### src/rtl/seg_scan_capture_if.sv
// Seven-segment scan bus as seen by the readback monitor: digit selects and
// segment byte coming in, decoded per-digit results and frame pulse going out.
interface seg_scan_capture_if #(
  parameter int DIGITS = 4
);
  logic [DIGITS-1:0]   an;          // digit select, active-low
  logic [0:7]          oct;         // [0:6] = segments a..g, [7] = dot, active-low
  logic [4*DIGITS-1:0] bcd_out;     // decoded value, digit i at [4i+3:4i]
  logic [DIGITS-1:0]   dot_out;     // decoded dot per digit, 1 = lit
  logic [DIGITS-1:0]   err_out;     // last capture of digit i was not a known glyph
  logic                frame_done;  // one-cycle pulse when all digits were captured

  // Display driver / bench side
  modport master (
    output an, oct,
    input  bcd_out, dot_out, err_out, frame_done
  );

  // Capture monitor side
  modport slave (
    input  an, oct,
    output bcd_out, dot_out, err_out, frame_done
  );
endinterface

### src/rtl/seg_scan_capture.sv
// Seven-segment scan readback: waits for each digit's select/segment pattern
// to be stable for STABLE cycles, decodes it back to hex + dot and stores it
// per digit. Raises frame_done once every digit has been captured.
module seg_scan_capture #(
  parameter int DIGITS = 4,
  parameter int STABLE = 4
) (
  input  logic              clk,
  input  logic              rst_n,
  seg_scan_capture_if.slave bus
);

  localparam int CW = $clog2(STABLE + 1);

  logic [DIGITS-1:0]   an_q;
  logic [0:7]          oct_q;
  logic [CW-1:0]       cnt_q, cnt_d;
  logic [4*DIGITS-1:0] bcd_q, bcd_d;
  logic [DIGITS-1:0]   dot_q, dot_d;
  logic [DIGITS-1:0]   err_q, err_d;
  logic [DIGITS-1:0]   seen_q, seen_d;
  logic                fd_q, fd_d;

  logic                same;
  logic                capture;
  logic [4:0]          dec;
  logic [DIGITS-1:0]   seen_tmp;

  // True when exactly one active-low select bit is asserted.
  function automatic logic one_low(input logic [DIGITS-1:0] a_n);
    int n;
    n = 0;
    for (int i = 0; i < DIGITS; i++) begin
      if (!a_n[i]) n++;
    end
    return (n == 1);
  endfunction

  // Maps an active-low a..g pattern (a in the MSB) to {valid, hex value}.
  // Only the exact glyphs below are accepted; anything else is invalid.
  function automatic logic [4:0] seg_decode(input logic [0:6] seg);
    case (seg)
      7'b0000001: return {1'b1, 4'h0};
      7'b1001111: return {1'b1, 4'h1};
      7'b0010010: return {1'b1, 4'h2};
      7'b0000110: return {1'b1, 4'h3};
      7'b1001100: return {1'b1, 4'h4};
      7'b0100100: return {1'b1, 4'h5};
      7'b0100000: return {1'b1, 4'h6};
      7'b0001111: return {1'b1, 4'h7};
      7'b0000000: return {1'b1, 4'h8};
      7'b0000100: return {1'b1, 4'h9};
      7'b0001000: return {1'b1, 4'hA};
      7'b1100000: return {1'b1, 4'hB};
      7'b0110001: return {1'b1, 4'hC};
      7'b1000010: return {1'b1, 4'hD};
      7'b0110000: return {1'b1, 4'hE};
      7'b0111000: return {1'b1, 4'hF};
      default:    return {1'b0, 4'h0};
    endcase
  endfunction

  // Stability counter, capture decision and per-digit result update.
  always_comb begin
    same     = (bus.an == an_q) && (bus.oct == oct_q);
    cnt_d    = cnt_q;
    bcd_d    = bcd_q;
    dot_d    = dot_q;
    err_d    = err_q;
    seen_d   = seen_q;
    fd_d     = 1'b0;
    seen_tmp = seen_q;
    dec      = seg_decode(oct_q[0:6]);

    if (!same) begin
      cnt_d = CW'(1);
    end else if (cnt_q != CW'(STABLE)) begin
      cnt_d = cnt_q + CW'(1);
    end

    // Fires on the single cycle the count crosses STABLE-1, so a long hold
    // produces exactly one capture.
    capture = same && (cnt_q == CW'(STABLE - 1)) && one_low(an_q);

    if (capture) begin
      for (int i = 0; i < DIGITS; i++) begin
        if (!an_q[i]) begin
          bcd_d[4*i +: 4] = dec[3:0];
          dot_d[i]        = ~oct_q[7];
          err_d[i]        = ~dec[4];
        end
      end
      seen_tmp = seen_q | ~an_q;
      if (&seen_tmp) begin
        fd_d   = 1'b1;
        seen_d = '0;
      end else begin
        seen_d = seen_tmp;
      end
    end
  end

  // State registers: input sample, counter, stored digits, frame tracking.
  always_ff @(posedge clk or negedge rst_n) begin
    if (!rst_n) begin
      an_q   <= '0;
      oct_q  <= '0;
      cnt_q  <= '0;
      bcd_q  <= '0;
      dot_q  <= '0;
      err_q  <= '0;
      seen_q <= '0;
      fd_q   <= 1'b0;
    end else begin
      an_q   <= bus.an;
      oct_q  <= bus.oct;
      cnt_q  <= cnt_d;
      bcd_q  <= bcd_d;
      dot_q  <= dot_d;
      err_q  <= err_d;
      seen_q <= seen_d;
      fd_q   <= fd_d;
    end
  end

  assign bus.bcd_out    = bcd_q;
  assign bus.dot_out    = dot_q;
  assign bus.err_out    = err_q;
  assign bus.frame_done = fd_q;

endmodule

### src/flat_wrapper.sv
// flat-port wrapper written by rule: the top's interface ports become plain ports
module seg_scan_capture_flat 
#(
  parameter int DIGITS = 4,
  parameter int STABLE = 4
)
  (clk, rst_n, bus_an, bus_oct, bus_bcd_out, bus_dot_out, bus_err_out, bus_frame_done);
  seg_scan_capture_if #(.DIGITS(DIGITS)) bus_i ();
  input  logic clk;
  input  logic rst_n;
  input wire logic [$bits(bus_i.an)-1:0] bus_an;
  input wire logic [$bits(bus_i.oct)-1:0] bus_oct;
  output wire logic [$bits(bus_i.bcd_out)-1:0] bus_bcd_out;
  output wire logic [$bits(bus_i.dot_out)-1:0] bus_dot_out;
  output wire logic [$bits(bus_i.err_out)-1:0] bus_err_out;
  output wire logic [$bits(bus_i.frame_done)-1:0] bus_frame_done;
  assign bus_i.an = bus_an;
  assign bus_i.oct = bus_oct;
  assign bus_bcd_out = bus_i.bcd_out;
  assign bus_dot_out = bus_i.dot_out;
  assign bus_err_out = bus_i.err_out;
  assign bus_frame_done = bus_i.frame_done;
  seg_scan_capture #(.DIGITS(DIGITS), .STABLE(STABLE)) u_core (.clk(clk), .rst_n(rst_n), .bus(bus_i));
endmodule
### config.mk
export PLATFORM = sky130hd
export DESIGN_NAME = seg_scan_capture_flat
export DESIGN_NICKNAME = d
export VERILOG_FILES = /design/src/rtl/seg_scan_capture_if.sv /design/src/rtl/seg_scan_capture.sv /design/src/flat_wrapper.sv
export SDC_FILE = /design/constraint.sdc
export NUM_CORES = 1
export LEC_CHECK = 0
export CAP_MARGIN = 5
export CORE_AREA = 2 2 100 102
export DETAILED_ROUTE_END_ITERATION = 10
export DIE_AREA = 0 0 102 104
export GPL_ROUTABILITY_DRIVEN = 0
export PLACE_DENSITY = 0.55
export SLEW_MARGIN = 20
export SYNTH_ARGS = -nofsm -noshare
export SYNTH_HDL_FRONTEND = slang
export SYNTH_SLANG_ARGS = --single-unit
export TNS_END_PERCENT = 1
### constraint.sdc
create_clock -name clk -period 2.9 [get_ports clk]
set_input_delay 0.29 -clock clk [delete_from_list [all_inputs] [get_ports clk]]
set_output_delay 0.29 -clock clk [all_outputs]
set_load 0.01 [all_outputs]
==> impl_results.html, run 1 <==
<table>
<tr><th>Metric</th><th>Value</th></tr>
<tr><th colspan="2">Hold path</th></tr>
<tr><td>Hold Crit Class</td><td>primary input to asynchronous set/reset pin</td></tr>
<tr><th colspan="2">Synth</th></tr>
<tr><td>Syn Std Cell Area</td><td>2320 sq um</td></tr>
<tr><td>Portion of synthesized cell area occupied by the leading cell type</td><td>47.4%</td></tr>
<tr><td>Number of instances in the synthesized netlist</td><td>192</td></tr>
<tr><td>Yosys cell types</td><td>49</td></tr>
<tr><td>Mapped Avg Cell Area</td><td>12.1 sq um</td></tr>
<tr><td>Largest area contributor in the netlist</td><td>dfrtp_1</td></tr>
<tr><td>Share of the yosys chip area belonging to registers</td><td>47.4%</td></tr>
<tr><td>Area contributors post-synth</td><td>dfrtp_1, mux2_4, xor2_1</td></tr>
<tr><td>Synthesized Nets</td><td>roughly 210</td></tr>
<tr><td>Number of synthesis warnings</td><td>0</td></tr>
<tr><td>Flip-flop and latch count after synthesis</td><td>44</td></tr>
<tr><th colspan="2">Timing</th></tr>
<tr><td>Worst hold slack</td><td>-0.0278 ns</td></tr>
<tr><td>Clock Skews</td><td>0.00748 ns</td></tr>
<tr><td>Total of endpoints with negative setup slack in the final report</td><td>0</td></tr>
<tr><td>Post-route setup TNS</td><td>0 ns</td></tr>
<tr><td>Shortest period the worst path allows</td><td>2.79 ns</td></tr>
<tr><td>Total count of max-transition violations in the final report</td><td>0</td></tr>
<tr><td>Final count of hold timing violations</td><td>39</td></tr>
<tr><td>Worst-case headroom to the max-slew limit</td><td>51.9%</td></tr>
<tr><td>Share of the clock period used by the worst path</td><td>96.3%</td></tr>
<tr><td>Upper clock frequency limit</td><td>0.358 GHz</td></tr>
<tr><td>Transition time at the pin with the least slew margin</td><td>0.715 ns</td></tr>
<tr><th colspan="2">Drt</th></tr>
<tr><td>Remaining DRCs</td><td>0</td></tr>
<tr><td>Total via count after detailed routing</td><td>1532</td></tr>
<tr><td>ANT nets after route</td><td>0</td></tr>
<tr><td>Drt first-iter violations</td><td>53</td></tr>
<tr><td>WL final</td><td>4850 microns</td></tr>
<tr><td>Vias per cell</td><td>about 4.2</td></tr>
<tr><td>WL per Instance</td><td>13.2 microns</td></tr>
<tr><td>Number of detailed-routing iterations run before antenna repair</td><td>4</td></tr>
<tr><th colspan="2">Power and ir drop</th></tr>
<tr><td>Leakage power summed over all cells</td><td>1.33 nW</td></tr>
<tr><td>Total power</td><td>1.27 mW</td></tr>
<tr><td>Power per cell area</td><td>428 nW/um^2</td></tr>
<tr><td>Max VDD drop</td><td>0.189 mV</td></tr>
<tr><th colspan="2">Place</th></tr>
<tr><td>Number of instances in the placed design</td><td>about 360</td></tr>
<tr><td>Half-perimeter wire length after placement</td><td>3580 microns</td></tr>
<tr><td>Number of I/O port buffers</td><td>38</td></tr>
<tr><th colspan="2">Finish</th></tr>
<tr><td>Fraction of final layout cells with drive strength greater than 1</td><td>17.9%</td></tr>
<tr><td>Synth-to-Final Area Change</td><td>27.5%</td></tr>
<tr><td>Filler cell count</td><td>992</td></tr>
<tr><td>Antenna Diode Count</td><td>0</td></tr>
<tr><td>NumNets Final</td><td>253</td></tr>
<tr><td>Cell Count, Final, Fillers Out</td><td>367</td></tr>
<tr><th colspan="2">Global route</th></tr>
<tr><td>Number of global-route vias before repair</td><td>1538</td></tr>
<tr><td>Aggregate global routing overflow</td><td>0</td></tr>
<tr><td>Wire length of the first global-routing pass</td><td>7900 microns</td></tr>
<tr><td>Maximum number of pins on one net before global-route repair</td><td>45</td></tr>
<tr><td>Gr usage total</td><td>9.49%</td></tr>
<tr><td>Number of antenna violations at the first check in global routing</td><td>0</td></tr>
<tr><th colspan="2">Die</th></tr>
<tr><td>Initial Util</td><td>~24%</td></tr>
<tr><td>Core ar.</td><td>9550 sq um</td></tr>
<tr><td>Cell Rows</td><td>36</td></tr>
<tr><td>Number of I/O pins</td><td>39</td></tr>
<tr><td>Die boundary width</td><td>102 microns</td></tr>
<tr><td>Total die area</td><td>10600 sq um</td></tr>
<tr><td>Vertical extent of the die</td><td>104 microns</td></tr>
<tr><th colspan="2">Worst setup path</th></tr>
<tr><td>End point of the critical path</td><td>u_core.bus.bcd_out[8]</td></tr>
<tr><td>Setup crit end kind</td><td>register</td></tr>
<tr><td>Worst Path Max Fanout</td><td>7</td></tr>
<tr><td>CP required</td><td>3.09 ns</td></tr>
<tr><td>Path type of the worst setup path</td><td>register to register</td></tr>
<tr><td>Reg2Reg Depth</td><td>10</td></tr>
<tr><td>RR Startpoint</td><td>u_core.an_q[0]</td></tr>
<tr><td>Setup slack of the worst register-to-register path</td><td>0.11 ns</td></tr>
<tr><td>Destination of the worst register-to-register timing path</td><td>u_core.bus.bcd_out[8]</td></tr>
<tr><td>Launch point of the critical path</td><td>u_core.an_q[0]</td></tr>
<tr><td>Critical path data arrival time</td><td>2.98 ns</td></tr>
<tr><td>Kind of launch point of the worst setup path</td><td>register</td></tr>
<tr><th colspan="2">Clocking</th></tr>
<tr><td>Maximum level of the CTS H-tree</td><td>2</td></tr>
<tr><td>Maximum count of clock buffers along a single path</td><td>2</td></tr>
<tr><td>CTS root buf</td><td>clkbuf_8</td></tr>
<tr><td>Hold buffers post-CTS</td><td>0</td></tr>
<tr><td>Later-pin clock latency in the skew report</td><td>0.30 ns</td></tr>
<tr><td>Number of buffers created by CTS</td><td>5</td></tr>
<tr><td>Worst-path clk slew</td><td>~0.090 ns</td></tr>
<tr><td>Clock tree from TritonCTS</td><td>done</td></tr>
<tr><td>Clock sink count</td><td>44</td></tr>
<tr><th colspan="2">Status</th></tr>
<tr><td>Failing checks</td><td>negative hold slack</td></tr>
<tr><td>Status</td><td>finished, violations left</td></tr>
<tr><th colspan="2">Job</th></tr>
<tr><td>Count of maximum capacitance violations</td><td>0</td></tr>
</table>
-- Yosys cell counts (all sizes together) --
library cell and n:
and4b 1, o31ai 1, and2 2, nor3 3, o21a 1, a32oi 2, and3 1, a22oi 1
ha 6, nand3b 1, xor2 13, mux2i 4, nand2 8, mux2 20, nor4b 4, nand4 2
nor4 5, or4b 1, o22ai 1, xnor2 4, inv 17, dfrtp 44, or4 4, a32o 1
or3 4, a211o 1, nand2b 6, nor3b 1, a31oi 1, nand3 3, nor2 3, buf 9
nor4bb 1, a21oi 4, a21boi 3, o221ai 2, o211ai 1, o21ai 2, o32a 1, clkbuf 3
-- metrics by stage --
stage	setup slack, ns	utilization [%]	hold WS (ns)	cell area (sq um)
6_report	0.108	31.0	-0.0278	2960
5_1_grt	-0.0259	31.0	0.0153	2960
4_1_cts	0.0976	30.8	0.193	2940
3_5_place_dp	0.104	29.5	0.481	2820
3_3_place_gp	0.158	29.5	0.476	2820
2_1_floorplan	0.164	-	-0.00559	2320
-- layout by cell type (no fill, tap or decap), types with 3 or more instances in the layout --
| master | netlist | layout |
|---|---|---|
| mux2_2 | 5 | 5 |
| or4_1 | 3 | 3 |
| a21oi_1 | 4 | 4 |
| mux2_4 | 9 | 9 |
| xor2_1 | 12 | 12 |
| or3_1 | 3 | 3 |
| ha_1 | 6 | 6 |
| a21boi_0 | 3 | 3 |
| nand2b_1 | 6 | 6 |
| inv_1 | 17 | 17 |
| dfrtp_1 | 44 | 44 |
| buf_4 | 2 | 9 |
| mux2i_1 | 4 | 4 |
| mux2_1 | 6 | 6 |
| clkdlybuf4s50_1 | 0 | 37 |
| nor4_4 | 3 | 3 |
| nor2_1 | 3 | 3 |
| nand2_1 | 8 | 8 |
| xnor2_1 | 4 | 4 |
| clkbuf_8 | 0 | 6 |
-- sequential cells by signal (all words and copies together), names as in the netlist --
signal                 count
u_core.oct_q               8
u_core.bus.bcd_out        16
u_core.bus.err_out         4
u_core.seen_q              4
u_core.bus.dot_out         4
u_core.cnt_q               3
u_core.bus.frame_done      1
u_core.an_q                4
-- final cells by class --
class	instances	area [sq um]	area share, %
clock inverters	2	38.8	1.31
clock buffers	6	82.6	2.79
well taps	133	166	5.62
multi-input cells	119	1070	36.2
repair buffers	46	438	14.8
flip-flops and latches	44	1100	37.2
inverters	17	63.8	2.15
-- critical path: stages, from the launching register on --
cell and delay [ns]:
dfrtp_1 0.35, inv_1 0.06, ha_1 0.32, xnor2_1 0.14, ha_1 0.33, nor4b_2 0.30, nor4_2 0.11, nand2b_1 0.17
or4_1 0.39, buf_4 0.20, mux2_1 0.32
-- where the power goes --
group          total, mW  internal, mW  switching, mW  leakage [nW]
combinational      0.123        0.0561         0.0667         0.727
sequential         0.642         0.621         0.0205         0.545
clock              0.503         0.282          0.221        0.0614
total               1.27         0.959          0.308          1.33
-- per-layer routing --
layer  part of all wire, %  up-vias  GRT usage (%)
li1                      -      752              -
met1                    49      736           14.1
met2                    45       39           13.2
met3                   5.1        5           2.55
met4                   1.2        0           3.14
met5                     0        -              0
-- how the worst min path moves through the flow --
| stage | from | to | slack (ns) |
|---|---|---|---|
| finish | rst_n | u_core.bus.bcd_out[12] | -0.03 |
| detailed placement | u_core.bus.err_out[2] | u_core.bus.err_out[2] | 0.48 |
| global route | rst_n | u_core.bus.bcd_out[12] | 0.02 |
| CTS | rst_n | u_core.bus.bcd_out[12] | 0.19 |
| global placement | u_core.seen_q[3] | u_core.seen_q[3] | 0.48 |
| floorplan | rst_n | u_core.an_q[0] | -0.006 |
-- logic make-up (layout without fill, tap and decap cells) --
family | count (synthesis) | count (layout) | share of synthesized area [%]
flip-flops | 44 | 44 | 47.4
XOR/XNOR | 17 | 17 | 6.73
AND/OR/NAND/NOR | 50 | 50 | 15.7
adder cells (fa/ha/maj) | 6 | 6 | 3.23
multiplexers | 24 | 24 | 12.9
buffers and inverters | 29 | 71 | 7.27
AO/OA/AOI/OAI | 22 | 22 | 6.84
-- repair_timing --
action                     in CTS  in global routing
setup buffers                   0                  0
setup endpoints to repair       0                 15
gates resized for setup         0                  3
No activity file was read; power rests on OpenSTA's default activity.
==> run 2: changes to the inputs <==
- CORE_AREA: 2 2 100 102 -> 2 2 73 75
- DIE_AREA: 0 0 102 104 -> 0 0 75 77
- PLACE_DENSITY: 0.55 -> 0.85
==> run 2 against run 1 <==
Against the previous run:
- the flow now finishes without violations
- design area down 1.5%
- fmax up 1.3%
- global-route usage grew 6.4 points
- worst hold slack better by 0.16 ns
- sequential cell count did not move
- first-iteration DRC count rose by 53%
- register-to-register slack improved by 0.04 ns
- total power is 1.3% lower
- die area is 46% lower
- clock skew hardly changed
- non-clock buffer count unchanged
- highest routed layer unchanged
==> impl_results.html, run 2 (synthesis results as in run 1) <==
<table>
<tr><th>Metric</th><th>Value</th></tr>
<tr><th colspan="2">Clocking</th></tr>
<tr><td>Maximum level of the CTS H-tree</td><td>2 (unchanged)</td></tr>
<tr><td>Clock sink count</td><td>44 (unchanged)</td></tr>
<tr><td>Maximum count of clock buffers along a single path</td><td>2 (unchanged)</td></tr>
<tr><td>Later-pin clock latency in the skew report</td><td>0.30 ns (about the same)</td></tr>
<tr><td>Clock tree from TritonCTS</td><td>done</td></tr>
<tr><td>Worst-path clk slew</td><td>0.09 ns (about the same)</td></tr>
<tr><td>CTS root buf</td><td>clkbuf_8</td></tr>
<tr><td>Number of buffers created by CTS</td><td>5 (unchanged)</td></tr>
<tr><th colspan="2">Worst setup path</th></tr>
<tr><td>Path type of the worst setup path</td><td>register to register</td></tr>
<tr><td>RR Startpoint</td><td>u_core.an_q[0]</td></tr>
<tr><td>Setup crit end kind</td><td>register</td></tr>
<tr><td>CP required</td><td>3.09 ns (about the same)</td></tr>
<tr><td>Kind of launch point of the worst setup path</td><td>register</td></tr>
<tr><td>Critical path's largest stage delay</td><td>0.61 ns (+0.22 ns)</td></tr>
<tr><td>Destination of the worst register-to-register timing path</td><td>u_core.bus.bcd_out[9]</td></tr>
<tr><td>CP max-delay cell</td><td>or4_4</td></tr>
<tr><td>Setup slack of the worst register-to-register path</td><td>0.14 ns (+0.04 ns)</td></tr>
<tr><td>Critical Path, Cell by Cell</td><td>inv_1 &gt; ha_4 &gt; xnor2_1 &gt; ha_1 &gt; nor4b_2 &gt; nor4_2 &gt; nand2b_4 &gt; or4_4 &gt; mux2_4</td></tr>
<tr><td>Reg2Reg Depth</td><td>9 (-1)</td></tr>
<tr><td>Critical path data arrival time</td><td>2.94 ns (-0.04 ns)</td></tr>
<tr><td>Worst Path Max Fanout</td><td>7 (unchanged)</td></tr>
<tr><th colspan="2">Place</th></tr>
<tr><td>Instance area after placement</td><td>2720 sq um (-3.6%)</td></tr>
<tr><td>Number of I/O port buffers</td><td>38 (unchanged)</td></tr>
<tr><td>Half-perimeter wire length after placement</td><td>3220 microns (-10%)</td></tr>
<tr><td>Number of instances in the placed design</td><td>293 (-18%)</td></tr>
<tr><td>Worst slack at placement</td><td>-0.0505 ns (-0.155 ns)</td></tr>
<tr><th colspan="2">Drt</th></tr>
<tr><td>Vias per cell</td><td>5.14 (+23%)</td></tr>
<tr><td>Total via count after detailed routing</td><td>1564 (+2.1%)</td></tr>
<tr><td>Drt first-iter violations</td><td>81 (+53%)</td></tr>
<tr><td>Highest metal used</td><td>met4</td></tr>
<tr><td>Remaining DRCs</td><td>0 (unchanged)</td></tr>
<tr><td>WL final</td><td>4300 microns (-11%)</td></tr>
<tr><td>WL per Instance</td><td>14.1 microns (+7.1%)</td></tr>
<tr><td>Number of detailed-routing iterations run before antenna repair</td><td>4 (unchanged)</td></tr>
<tr><td>Routed met3 length</td><td>207 microns (-17%)</td></tr>
<tr><td>Detailed-routed wire length on met2</td><td>2070 microns (-4.4%)</td></tr>
<tr><td>ANT nets after route</td><td>0 (unchanged)</td></tr>
<tr><td>Detailed-route wire length on metal 1</td><td>1980 microns (-17%)</td></tr>
<tr><th colspan="2">Finish</th></tr>
<tr><td>Antenna Diode Count</td><td>0 (unchanged)</td></tr>
<tr><td>Fraction of final layout cells with drive strength greater than 1</td><td>21.4% (+3.4 points)</td></tr>
<tr><td>Storage element area</td><td>1100 sq um (unchanged)</td></tr>
<tr><td>Synth-to-Final Area Change</td><td>25.6%</td></tr>
<tr><td>Final Cell Area</td><td>2920 sq um (-1.5%)</td></tr>
<tr><td>Most frequent cells in the layout</td><td>dfrtp_1, clkdlybuf4s50_1, inv_1, xor2_1, mux2_4</td></tr>
<tr><td>Footprint of the multi-input gates</td><td>1110 sq um (+4.0%)</td></tr>
<tr><td>Most common cell after layout, fill and taps aside</td><td>dfrtp_1</td></tr>
<tr><td>Cell Count, Final, Fillers Out</td><td>304 (-17%)</td></tr>
<tr><td>NumNets Final</td><td>253 (unchanged)</td></tr>
<tr><td>Filler cell count</td><td>401 (-60%)</td></tr>
<tr><td>Largest register FFs</td><td>16 (unchanged)</td></tr>
<tr><td>Final core occ</td><td>58.6% (+28 points)</td></tr>
<tr><th colspan="2">Power and ir drop</th></tr>
<tr><td>Max VDD drop</td><td>0.311 mV (+65%)</td></tr>
<tr><td>Power per cell area</td><td>429 nW/um^2 (+0.23%)</td></tr>
<tr><td>Leakage power summed over all cells</td><td>1.35 nW (+1.0%)</td></tr>
<tr><td>Total power</td><td>1.25 mW (-1.3%)</td></tr>
<tr><th colspan="2">Status</th></tr>
<tr><td>Status</td><td>complete, no violations</td></tr>
<tr><th colspan="2">Timing</th></tr>
<tr><td>Post-route setup TNS</td><td>0 ns (unchanged)</td></tr>
<tr><td>Worst hold slack</td><td>0.127 ns (+0.155 ns)</td></tr>
<tr><td>Upper clock frequency limit</td><td>0.363 GHz (+1.3%)</td></tr>
<tr><td>Share of the clock period used by the worst path</td><td>95.0% (-1.2 points)</td></tr>
<tr><td>Total of endpoints with negative setup slack in the final report</td><td>0 (unchanged)</td></tr>
<tr><td>Shortest period the worst path allows</td><td>2.76 ns (-0.0359 ns)</td></tr>
<tr><td>Clock Skews</td><td>0.00736 ns (-0.000114 ns)</td></tr>
<tr><td>Fin worst setup slack</td><td>0.144 ns (+0.0359 ns)</td></tr>
<tr><td>Setup repair after global routing missed its margin</td><td>no</td></tr>
<tr><td>Worst-case headroom to the max-slew limit</td><td>37.5% (-14 points)</td></tr>
<tr><td>Final count of hold timing violations</td><td>0 (-100%)</td></tr>
<tr><td>Total count of max-transition violations in the final report</td><td>0 (unchanged)</td></tr>
<tr><td>Transition time at the pin with the least slew margin</td><td>0.938 ns (+0.223 ns)</td></tr>
<tr><th colspan="2">Die</th></tr>
<tr><td>Die boundary width</td><td>75 microns (-26%)</td></tr>
<tr><td>Vertical extent of the die</td><td>77 microns (-26%)</td></tr>
<tr><td>Total die area</td><td>5780 sq um (-46%)</td></tr>
<tr><td>Cell Rows</td><td>26 (-28%)</td></tr>
<tr><td>Initial Util</td><td>46.7% (+22 points)</td></tr>
<tr><td>Number of I/O pins</td><td>39 (unchanged)</td></tr>
<tr><td>Core ar.</td><td>4980 sq um (-48%)</td></tr>
<tr><th colspan="2">Global route</th></tr>
<tr><td>Number of antenna violations at the first check in global routing</td><td>0 (unchanged)</td></tr>
<tr><td>Aggregate global routing overflow</td><td>0 (unchanged)</td></tr>
<tr><td>Gr usage total</td><td>15.9% (+6.4 points)</td></tr>
<tr><td>Maximum number of pins on one net before global-route repair</td><td>45 (unchanged)</td></tr>
<tr><td>Number of global-route vias before repair</td><td>1520 (-1.2%)</td></tr>
<tr><td>Wire length of the first global-routing pass</td><td>7200 microns (-8.8%)</td></tr>
<tr><th colspan="2">Hold path</th></tr>
<tr><td>Hold Crit Class</td><td>primary input to asynchronous set/reset pin</td></tr>
<tr><th colspan="2">Job</th></tr>
<tr><td>Count of maximum capacitance violations</td><td>0 (unchanged)</td></tr>
</table>
-- run 2: critical path, delay by kind of cell, from the launching register on --
| kind | cells | cell delay [ns] |
|---|---|---|
| xor gates and xnor gates | 1 | 0.12 |
| buffers and inverters | 1 | 0.11 |
| muxes | 1 | 0.33 |
| and+or+nand+nor | 4 | 1.17 |
| adders and majority gates | 2 | 0.54 |
| DFF | 1 | 0.38 |
-- run 2: cell type report --
cell class / instances / area share [%]
clock buffers: 5 / 2.36
clock inverters: 3 / 1.59
inverters: 17 / 2.19
multi-input cells: 119 / 38.2
flip-flops and latches: 44 / 37.7
well taps: 70 / 3.00
repair buffers: 46 / 14.9
-- run 2: metal layers --
metal,up-vias,GRT usage (%)
met1,763,22.8
met4,0,3.93
li1,751,-
met5,-,0
met2,45,23.7
met3,5,4.20
-- run 2: worst max path at each step --
stage                   start                     end  slack (ns)  cells past startpoint
2_1_floorplan  u_core.an_q[0]   u_core.bus.bcd_out[0]        0.16                     10
3_3_place_gp   u_core.an_q[0]   u_core.bus.err_out[2]        0.08                      9
3_5_place_dp   u_core.an_q[0]   u_core.bus.bcd_out[8]       -0.05                      9
4_1_cts        u_core.an_q[0]   u_core.bus.bcd_out[0]       -0.04                      9
5_1_grt        u_core.an_q[1]  u_core.bus.bcd_out[10]        0.02                      9
6_report       u_core.an_q[0]   u_core.bus.bcd_out[9]        0.14                      9
-- run 2: report_power, final --
part           internal, mW  total (mW)  switching (mW)
clock                 0.259       0.477           0.217
sequential            0.621       0.642          0.0207
combinational        0.0643       0.132          0.0680
total                 0.945        1.25           0.306
-- run 2: timing repair --
action | CTS | global route
gates resized for setup | 1 | 11
pin swaps | 0 | 5
setup endpoints to repair | 13 | 20
buffers inserted | 0 | 3
hold buffers | 0 | 0
==> run 3: changes to the inputs <==
- CTS_CLUSTER_SIZE: default -> 14
==> results of run 3 <==
No change in the layout: final DEF, timing and power equal those of run 2.
